## config.mk

```make
export PLATFORM = sky130hd
export DESIGN_NAME = fx_master
export DESIGN_NICKNAME = d
export VERILOG_FILES = /design/src/rtl/fx_master_pkg.sv /design/src/rtl/fx_frame_tmr.sv /design/src/rtl/fx_master.sv
export SDC_FILE = /design/constraint.sdc
export NUM_CORES = 1
export LEC_CHECK = 0
export CORE_ASPECT_RATIO = 0.6
export CORE_MARGIN = 2
export CORE_UTILIZATION = 45
export DETAILED_ROUTE_END_ITERATION = 12
export GPL_TIMING_DRIVEN = 0
export PLACE_DENSITY = 0.71
export SYNTH_ARGS = -nofsm -noshare
export SYNTH_HDL_FRONTEND = slang
export SYNTH_SLANG_ARGS = --single-unit
```

## constraint.sdc

```tcl
create_clock -name clk_sys -period 3.3 [get_ports clk_sys]
set_input_delay 0.66 -clock clk_sys [delete_from_list [all_inputs] [get_ports clk_sys]]
set_output_delay 0.66 -clock clk_sys [all_outputs]
set_load 0.03 [all_outputs]
```

## src/rtl/fx_master_pkg.sv

```systemverilog
// Shared fx bus definitions: bus widths, default opcodes and the master FSM states.
package fx_master_pkg;

  localparam int unsigned FX_AW     = 22;
  localparam int unsigned FX_DW     = 8;
  localparam logic [7:0]  OP_WR_DEF = 8'h57;
  localparam logic [7:0]  OP_RD_DEF = 8'h52;

  typedef enum logic [2:0] {
    ST_IDLE,
    ST_ADDR,
    ST_DATA,
    ST_WR,
    ST_RD,
    ST_RWAIT,
    ST_RSP
  } fx_state_e;

endpackage

```

## src/rtl/fx_frame_tmr.sv

```systemverilog
// Inter-byte frame timeout: counts enabled idle cycles, pulses expire_o on the TMO-th one.
module fx_frame_tmr #(
  parameter logic [15:0] TMO = 16'hFFFF
) (
  input  logic clk_i,
  input  logic rst_i,
  input  logic clr_i,
  input  logic en_i,
  output logic expire_o
);

  logic [15:0] cnt_q, cnt_d;

  always_comb begin
    cnt_d = cnt_q + 16'd1;
    if (clr_i || !en_i) cnt_d = '0;
  end

  always_ff @(posedge clk_i) begin
    if (rst_i) cnt_q <= '0;
    else       cnt_q <= cnt_d;
  end

  // An accepted byte in the same cycle always wins over expiry.
  assign expire_o = en_i && !clr_i && (cnt_q == TMO - 16'd1);

endmodule

```

## src/rtl/fx_master.sv

```systemverilog
// fx bus initiator: parses host byte frames (op, A2, A1, A0[, D]) into fx_wr / fx_rd
// transactions and returns one response byte per read.
module fx_master
  import fx_master_pkg::*;
#(
  parameter int unsigned RD_LAT = 2,
  parameter logic [15:0] TMO    = 16'hFFFF,
  parameter logic [7:0]  OP_WR  = OP_WR_DEF,
  parameter logic [7:0]  OP_RD  = OP_RD_DEF
) (
  input  logic              clk_sys,
  input  logic              rst,
  input  logic [7:0]        cmd_data,
  input  logic              cmd_vld,
  output logic              cmd_rdy,
  output logic [7:0]        rsp_data,
  output logic              rsp_vld,
  input  logic              rsp_rdy,
  output logic [FX_AW-1:0]  fx_waddr,
  output logic [FX_DW-1:0]  fx_data,
  output logic              fx_wr,
  output logic [FX_AW-1:0]  fx_raddr,
  output logic              fx_rd,
  input  logic [FX_DW-1:0]  fx_q,
  output logic              busy,
  output logic              err_op
);

  fx_state_e        state_q, state_d;
  logic             is_rd_q, is_rd_d;
  logic [1:0]       cnt_q, cnt_d;
  logic [FX_AW-1:0] addr_q, addr_d, addr_sh;
  logic [FX_AW-1:0] waddr_q, waddr_d, raddr_q, raddr_d;
  logic [7:0]       data_q, data_d, rsp_q, rsp_d;
  logic             err_q, err_d;
  logic [3:0]       lat_q, lat_d;
  logic             in_frame, accept, expire;

  assign in_frame = (state_q == ST_ADDR) || (state_q == ST_DATA);
  assign cmd_rdy  = !rst && ((state_q == ST_IDLE) || in_frame);
  assign accept   = cmd_vld && cmd_rdy;
  // 24-bit address shifted in MSB first; the two top bits fall off the 22-bit register.
  assign addr_sh  = {addr_q[FX_AW-9:0], cmd_data};

  fx_frame_tmr #(.TMO(TMO)) u_tmr (
    .clk_i    (clk_sys),
    .rst_i    (rst),
    .clr_i    (accept),
    .en_i     (in_frame),
    .expire_o (expire)
  );

  always_comb begin
    state_d = state_q;
    is_rd_d = is_rd_q;
    cnt_d   = cnt_q;
    addr_d  = addr_q;
    waddr_d = waddr_q;
    raddr_d = raddr_q;
    data_d  = data_q;
    rsp_d   = rsp_q;
    err_d   = 1'b0;
    lat_d   = lat_q;
    unique case (state_q)
      ST_IDLE: begin
        if (accept) begin
          cnt_d = '0;
          if (cmd_data == OP_WR) begin
            state_d = ST_ADDR;
            is_rd_d = 1'b0;
          end else if (cmd_data == OP_RD) begin
            state_d = ST_ADDR;
            is_rd_d = 1'b1;
          end else begin
            err_d = 1'b1;
          end
        end
      end
      ST_ADDR: begin
        if (expire) begin
          state_d = ST_IDLE;
          err_d   = 1'b1;
        end else if (accept) begin
          addr_d = addr_sh;
          cnt_d  = cnt_q + 2'd1;
          if (cnt_q == 2'd2) begin
            if (is_rd_q) begin
              state_d = ST_RD;
              raddr_d = addr_sh;
            end else begin
              state_d = ST_DATA;
            end
          end
        end
      end
      ST_DATA: begin
        if (expire) begin
          state_d = ST_IDLE;
          err_d   = 1'b1;
        end else if (accept) begin
          state_d = ST_WR;
          waddr_d = addr_q;
          data_d  = cmd_data;
        end
      end
      ST_WR:   state_d = ST_IDLE;
      ST_RD: begin
        state_d = ST_RWAIT;
        lat_d   = 4'd1;
      end
      ST_RWAIT: begin
        if (lat_q == 4'(RD_LAT)) begin
          state_d = ST_RSP;
          rsp_d   = fx_q;
        end else begin
          lat_d = lat_q + 4'd1;
        end
      end
      ST_RSP:  if (rsp_rdy) state_d = ST_IDLE;
      default: state_d = ST_IDLE;
    endcase
  end

  always_ff @(posedge clk_sys) begin
    if (rst) begin
      state_q <= ST_IDLE;
      is_rd_q <= 1'b0;
      cnt_q   <= '0;
      addr_q  <= '0;
      waddr_q <= '0;
      raddr_q <= '0;
      data_q  <= '0;
      rsp_q   <= '0;
      err_q   <= 1'b0;
      lat_q   <= '0;
    end else begin
      state_q <= state_d;
      is_rd_q <= is_rd_d;
      cnt_q   <= cnt_d;
      addr_q  <= addr_d;
      waddr_q <= waddr_d;
      raddr_q <= raddr_d;
      data_q  <= data_d;
      rsp_q   <= rsp_d;
      err_q   <= err_d;
      lat_q   <= lat_d;
    end
  end

  assign fx_wr    = (state_q == ST_WR);
  assign fx_rd    = (state_q == ST_RD);
  assign rsp_vld  = (state_q == ST_RSP);
  assign busy     = (state_q != ST_IDLE);
  assign err_op   = err_q;
  assign fx_waddr = waddr_q;
  assign fx_raddr = raddr_q;
  assign fx_data  = data_q;
  assign rsp_data = rsp_q;

endmodule

```

# Yosys cells after proc, flatten, opt, wreduce, memory -nomap -nowiden
# Cells that the tools add are included.
[classes] bitwise=1 n_mux=25 add_sub_neg=3 reduce_logical=25 eq_ne=21
[ops] op="2-to-1 mux 3 bit" count=11
[ops] op="case mux 3 bit (6 select lines)" count=1
[ops] op="adder 16 x 1 -> 16 bit (second input constant)" count=1
[ops] op="equality test 16 bit (second input constant)" count=1
[ops] op="equality test 8 x 7 -> 1 bit (second input constant)" count=2
[ops] op="equality test 3 bit (second input constant)" count=3
[ops] op="inequality test 3 x 2 -> 1 bit (second input constant)" count=3
[ops] op="AND reduction 3 bit" count=3
[ops] op="case mux 4 bit (2 select lines)" count=1
[ops] op="AND reduction 7 bit" count=1
[ops] op="equality test 3 x 2 -> 1 bit (second input constant)" count=2
[ops] op="2-to-1 mux 1 bit" count=6
[ops] op="2-to-1 mux 2 bit" count=3
[ops] op="inequality test 2 x 1 -> 1 bit (second input constant)" count=3
[ops] op="inequality test 2 bit (second input constant)" count=3
[ops] op="nonzero test 2 bit" count=3
[ops] op="AND reduction 5 bit" count=1
[ops] op="adder 4 x 1 -> 4 bit (second input constant)" count=1
[ops] op="equality test 4 x 2 -> 1 bit (second input constant)" count=1
[ops] op="logical AND 1 bit" count=4
[ops] op="2-to-1 mux 4 bit" count=1
[ops] op="case mux 2 bit (2 select lines)" count=1
[ops] op="AND reduction 2 bit" count=2
[ops] op="AND reduction 4 bit" count=1
[ops] op="11 further kinds" count=16
[word_totals] wordCells=86 reg_bits=109 output_inout_bits=66 input_bits=20

# Longest topological paths before layout
[logic_depth] word_depth=10 depth_mapped=7 ltp_nobuf=7

# By module
# Synthesis repeated with hierarchy kept, for this count alone.
[unflattened] hier_cells=509 area_unflattened_um2=4431.8
[modules_own_cells] module="fx_master" seq_area_each_um2=1861.8 area_each_um2=3639.7 cells_per_inst=423 n_inst=1
[modules_own_cells] module="fx_frame_tmr" seq_area_each_um2=320.3 area_each_um2=792.0 cells_per_inst=86 n_inst=1

# Least setup slack after synthesis
# Ideal clock, no wire load.
[synth_timing] path_type="input -> register" from="input rst" to="register state_q[2]" n_path_buf=0 setup_ns=0.092 path_slack_ns=0.974 cell_stages=5 arrival_time_ns=2.234 t_required_ns=3.208 cell_sequence="a211oi_1 -> nand2_1 -> o21ai_0 -> o211ai_1 -> o32ai_1"
[synth_via] elab_chain_cells=8 elab_cells_between_ends=14 cone_classes="eq/ne: 4; mux: 3; reduce/logical: 7"
[synth_rtl] item="start, declared" line="fx_master.sv:12" rtl="input logic rst,"
[synth_rtl] item="zero test 1 bit" line="fx_master.sv:40" rtl="assign cmd_rdy = !rst && ((state_q == ST_IDLE) || in_frame);"
[synth_rtl] item="logical AND 1 bit" line="fx_master.sv:40"
[synth_rtl] item="logical AND 1 bit" line="fx_master.sv:41" rtl="assign accept = cmd_vld && cmd_rdy;"
[synth_rtl] item="zero test 1 bit" line="fx_frame_tmr.sv:25" rtl="assign expire_o = en_i && !clr_i && (cnt_q == TMO - 16'd1);"
[synth_rtl] item="logical AND 1 bit (2 in a row)" line="fx_frame_tmr.sv:25"
[synth_rtl] item="inequality test 3 x 2 -> 1 bit (no line) (tied with other cells)"
[synth_rtl] item="AND reduction 7 bit (no line) or case mux 3 bit (6 select lines) (tied branches)"
[synth_rtl] item="end signal, assigned" line="fx_master.sv:137" rtl="state_q <= state_d;"
[synth_rtl] item="end, declared" line="fx_master.sv:29" rtl="fx_state_e state_q, state_d;"
# Several ways; a longest one is shown, not always the timed one.
# A chain may end at the register's enable or synchronous reset.

# Worst setup path after layout
[layout_timing] from="input rst" to="output cmd_rdy"
[layout_via] elab_chain_cells=2
[layout_rtl] item="zero test 1 bit" line="fx_master.sv:40"
[layout_rtl] item="logical AND 1 bit" line="fx_master.sv:40"
[layout_rtl] item="end, declared" line="fx_master.sv:15" rtl="output logic cmd_rdy,"
# Every way passes these cells.

==> qor.txt <==
Dpl cells - 739
Final wirelength - 10800 um
PortBufs - 84
Final setup fails - 0
Fraction of layout cells with a size suffix above 1 - 4.00%
Startpoint types - primary input
Achievable Freq - 321 MHz
CP max FO - 7
Post-Syn Area per Cell - 8.13 um^2
Core area - 9190 um^2
Skew final - 0.00842 ns
Syn Inst Count - 525
RePlAce Congestion - 0.863
Arr. time, crit path - 2.45 ns
Critical path capture point type - primary output
FF+latch count, synth - 109
Non-filler cells, final - 755
Worst hold path class - reg -> reg
Antenna viol nets, final - 0
Worst skew pair latency - 0.35 ns
Number of vias per cell - 5.11
Async SR Flop Fraction - 0%
CTS Buffer Depth - 2
Setup TNS - 0 ns
Total power - 2.64 mW
Hold buffers post-CTS - 0
Min Clock Period, post-route - 3.11 ns
Slew Limit Fails - 0
Fin nets - 645
Starting density of the core - 46.4%
Distinct cells, synth - 46
CTS Root Cell - clkbuf_16
Slew @ Worst Pin - 0.604 ns
CTS Sinks - 109
Status - complete, no violations
Setup Buffers After CTS - 0
DR vias - 3860
Placement Rows - 27
VDD IR max - 0.256 mV
Crit share post-route - 94.3%
Global-route usage over all layers - 21.9%
First-pass GRT wire length - 17500 um
HPWL after DPL - 7780 um
TritonCTS buffer count - 9
Max-cap viol count - 0
Post-Syn Nets - 550
TritonCTS clock tree - done
Vias in the first global route - 3571
Clock-pin transition on the worst setup and hold timing paths - 0.07 ns
PwrDens - 471 nW/um^2
H-Tree Depth - 3
Post-Syn Area - 4270 um^2
CTS resizes - 0
Initial antenna violation count - 0
Area growth syn-to-layout - 31.7%
Register area share after synthesis - 51.1%
Die footprint - 10300 um^2
Lkg Pwr - 1.84 nW
Drt drc - 0
Violation count after the first detailed-routing iteration - 302
Die H - 79.4 um
Drt wl/cell - 14.3 um
Synth Warn # - 0
RSZ-0062 raised after global routing - no
Rel. slew slack - 59.7%
Ant. Diodes - 0
Pin count of the biggest net entering global routing - 18
Num ports - 86
Data required time of the critical path - 2.64 ns
Final Hold Vio Count - 0
Grt ovf - 0
Die width - 130 um
First-pass iteration count of the detailed router - 4
Post-synth EDFFs - 0
Crit path kind - in -> out
Synth Flop Type - dfxtp_1
[metrics by stage]
stage                     hold WS (ns)  util, %  setup WS, ns  cell area (um^2)
final                            0.453     61.1         0.189              5620
after global routing             0.485     61.1        0.0804              5620
after CTS                        0.457     61.1         0.193              5620
after detailed placement         0.447     57.4         0.201              5270
after global placement           0.442     57.4         0.200              5270
after floorplan                  0.432        -         0.974              4270
[cell families (layout without fill, tap and decap cells)]
logic type	after synthesis	count (layout)	share of synthesized area [%]
XOR/XNOR	16	16	3.28
buffers and inverters	40	140	4.49
adder cells (fa/ha/maj)	5	5	1.47
AO/OA/AOI/OAI	100	100	12.8
AND/OR/NAND/NOR	247	247	24.9
flip-flops	109	109	51.1
multiplexers	8	8	1.88
[flip-flops by register name, summed over array words and instances (netlist names)]
signal / cells
fx_waddr: 22
is_rd_q: 1
state_q: 3
err_op: 1
addr_q: 22
u_tmr.cnt_q: 16
fx_data: 8
rsp_data: 8
cnt_q: 2
fx_raddr: 22
lat_q: 4
[report_power, final]
part	switching (mW)	total (mW)	internal, mW
registers	0.00170	1.32	1.32
clock network	0.479	1.24	0.763
logic	0.0487	0.0847	0.0360
total	0.530	2.64	2.11
[layout by cell type (no fill, tap or decap), types with 3 or more instances in the layout]
cell / Yosys / layout
dfxtp_1: 109 / 109
nand3_1: 10 / 10
nand3b_1: 3 / 3
nand2_1: 159 / 159
clkdlybuf4s50_1: 0 / 84
nor2_1: 41 / 41
a21oi_1: 81 / 81
ha_1: 5 / 5
clkbuf_16: 0 / 9
nor2b_1: 4 / 4
nand2b_1: 4 / 4
mux2i_1: 8 / 8
xnor2_1: 7 / 7
xor2_1: 9 / 9
nand4_1: 4 / 4
and3_1: 3 / 3
o21ai_0: 3 / 3
nor3_1: 6 / 6
buf_6: 3 / 3
inv_1: 8 / 8
bufinv_16: 0 / 3
clkbuf_1: 27 / 27
[area by class of cell]
type	count	area [um^2]
fillers	826	3570
flip-flops and latches	109	2180
multi-input cells	376	1890
repair buffers	84	841
clock buffers	10	239
well taps	130	163
plain buffers	32	161
clock inverters	6	109
inverters	8	30.0
[cells in the mapped netlist (all sizes together) (4+ instances only)]
cell type | n | share of area [%]
clkbuf | 28 | 2.7
inv | 8 | 0.70
nand4 | 5 | 1.1
nand2 | 159 | 14
ha | 5 | 1.5
xnor2 | 7 | 1.4
a21oi | 81 | 9.5
nand3 | 10 | 1.2
nor2 | 41 | 3.6
nand2b | 4 | 0.59
dfxtp | 109 | 51
mux2i | 8 | 1.9
xor2 | 9 | 1.8
nor2b | 4 | 0.59
nor3 | 6 | 0.70
[worst max-delay path, cell delays in order]
cell	delay (ns)
clkdlybuf4s50_1	0.55
a211oi_1	0.48
clkdlybuf4s50_1	0.76
[metal layers]
layer / track usage, % / vias to the layer above / routed length (um)
li1: - / 1926 / -
met3: 6.97 / 16 / 879
met1: 31.1 / 1801 / 5340
met2: 32.0 / 117 / 4430
met4: 5.81 / 0 / 124
met5: 0 / - / 0
[path summary, 6_finish.rpt]
| check | start | endpoint | slack (ns) | cells past startpoint |
|---|---|---|---|---|
| setup / recovery | rst | cmd_rdy | 0.19 | 3 |
| hold / removal | fx_raddr[15] | fx_raddr[15] | 0.45 | 2 |
| setup reg to reg | state_q[0] | fx_raddr[14] | 1.16 | 7 |
| hold reg to reg | fx_raddr[15] | fx_raddr[15] | 0.45 | 2 |
No activity file was read; power rests on OpenSTA's default activity.
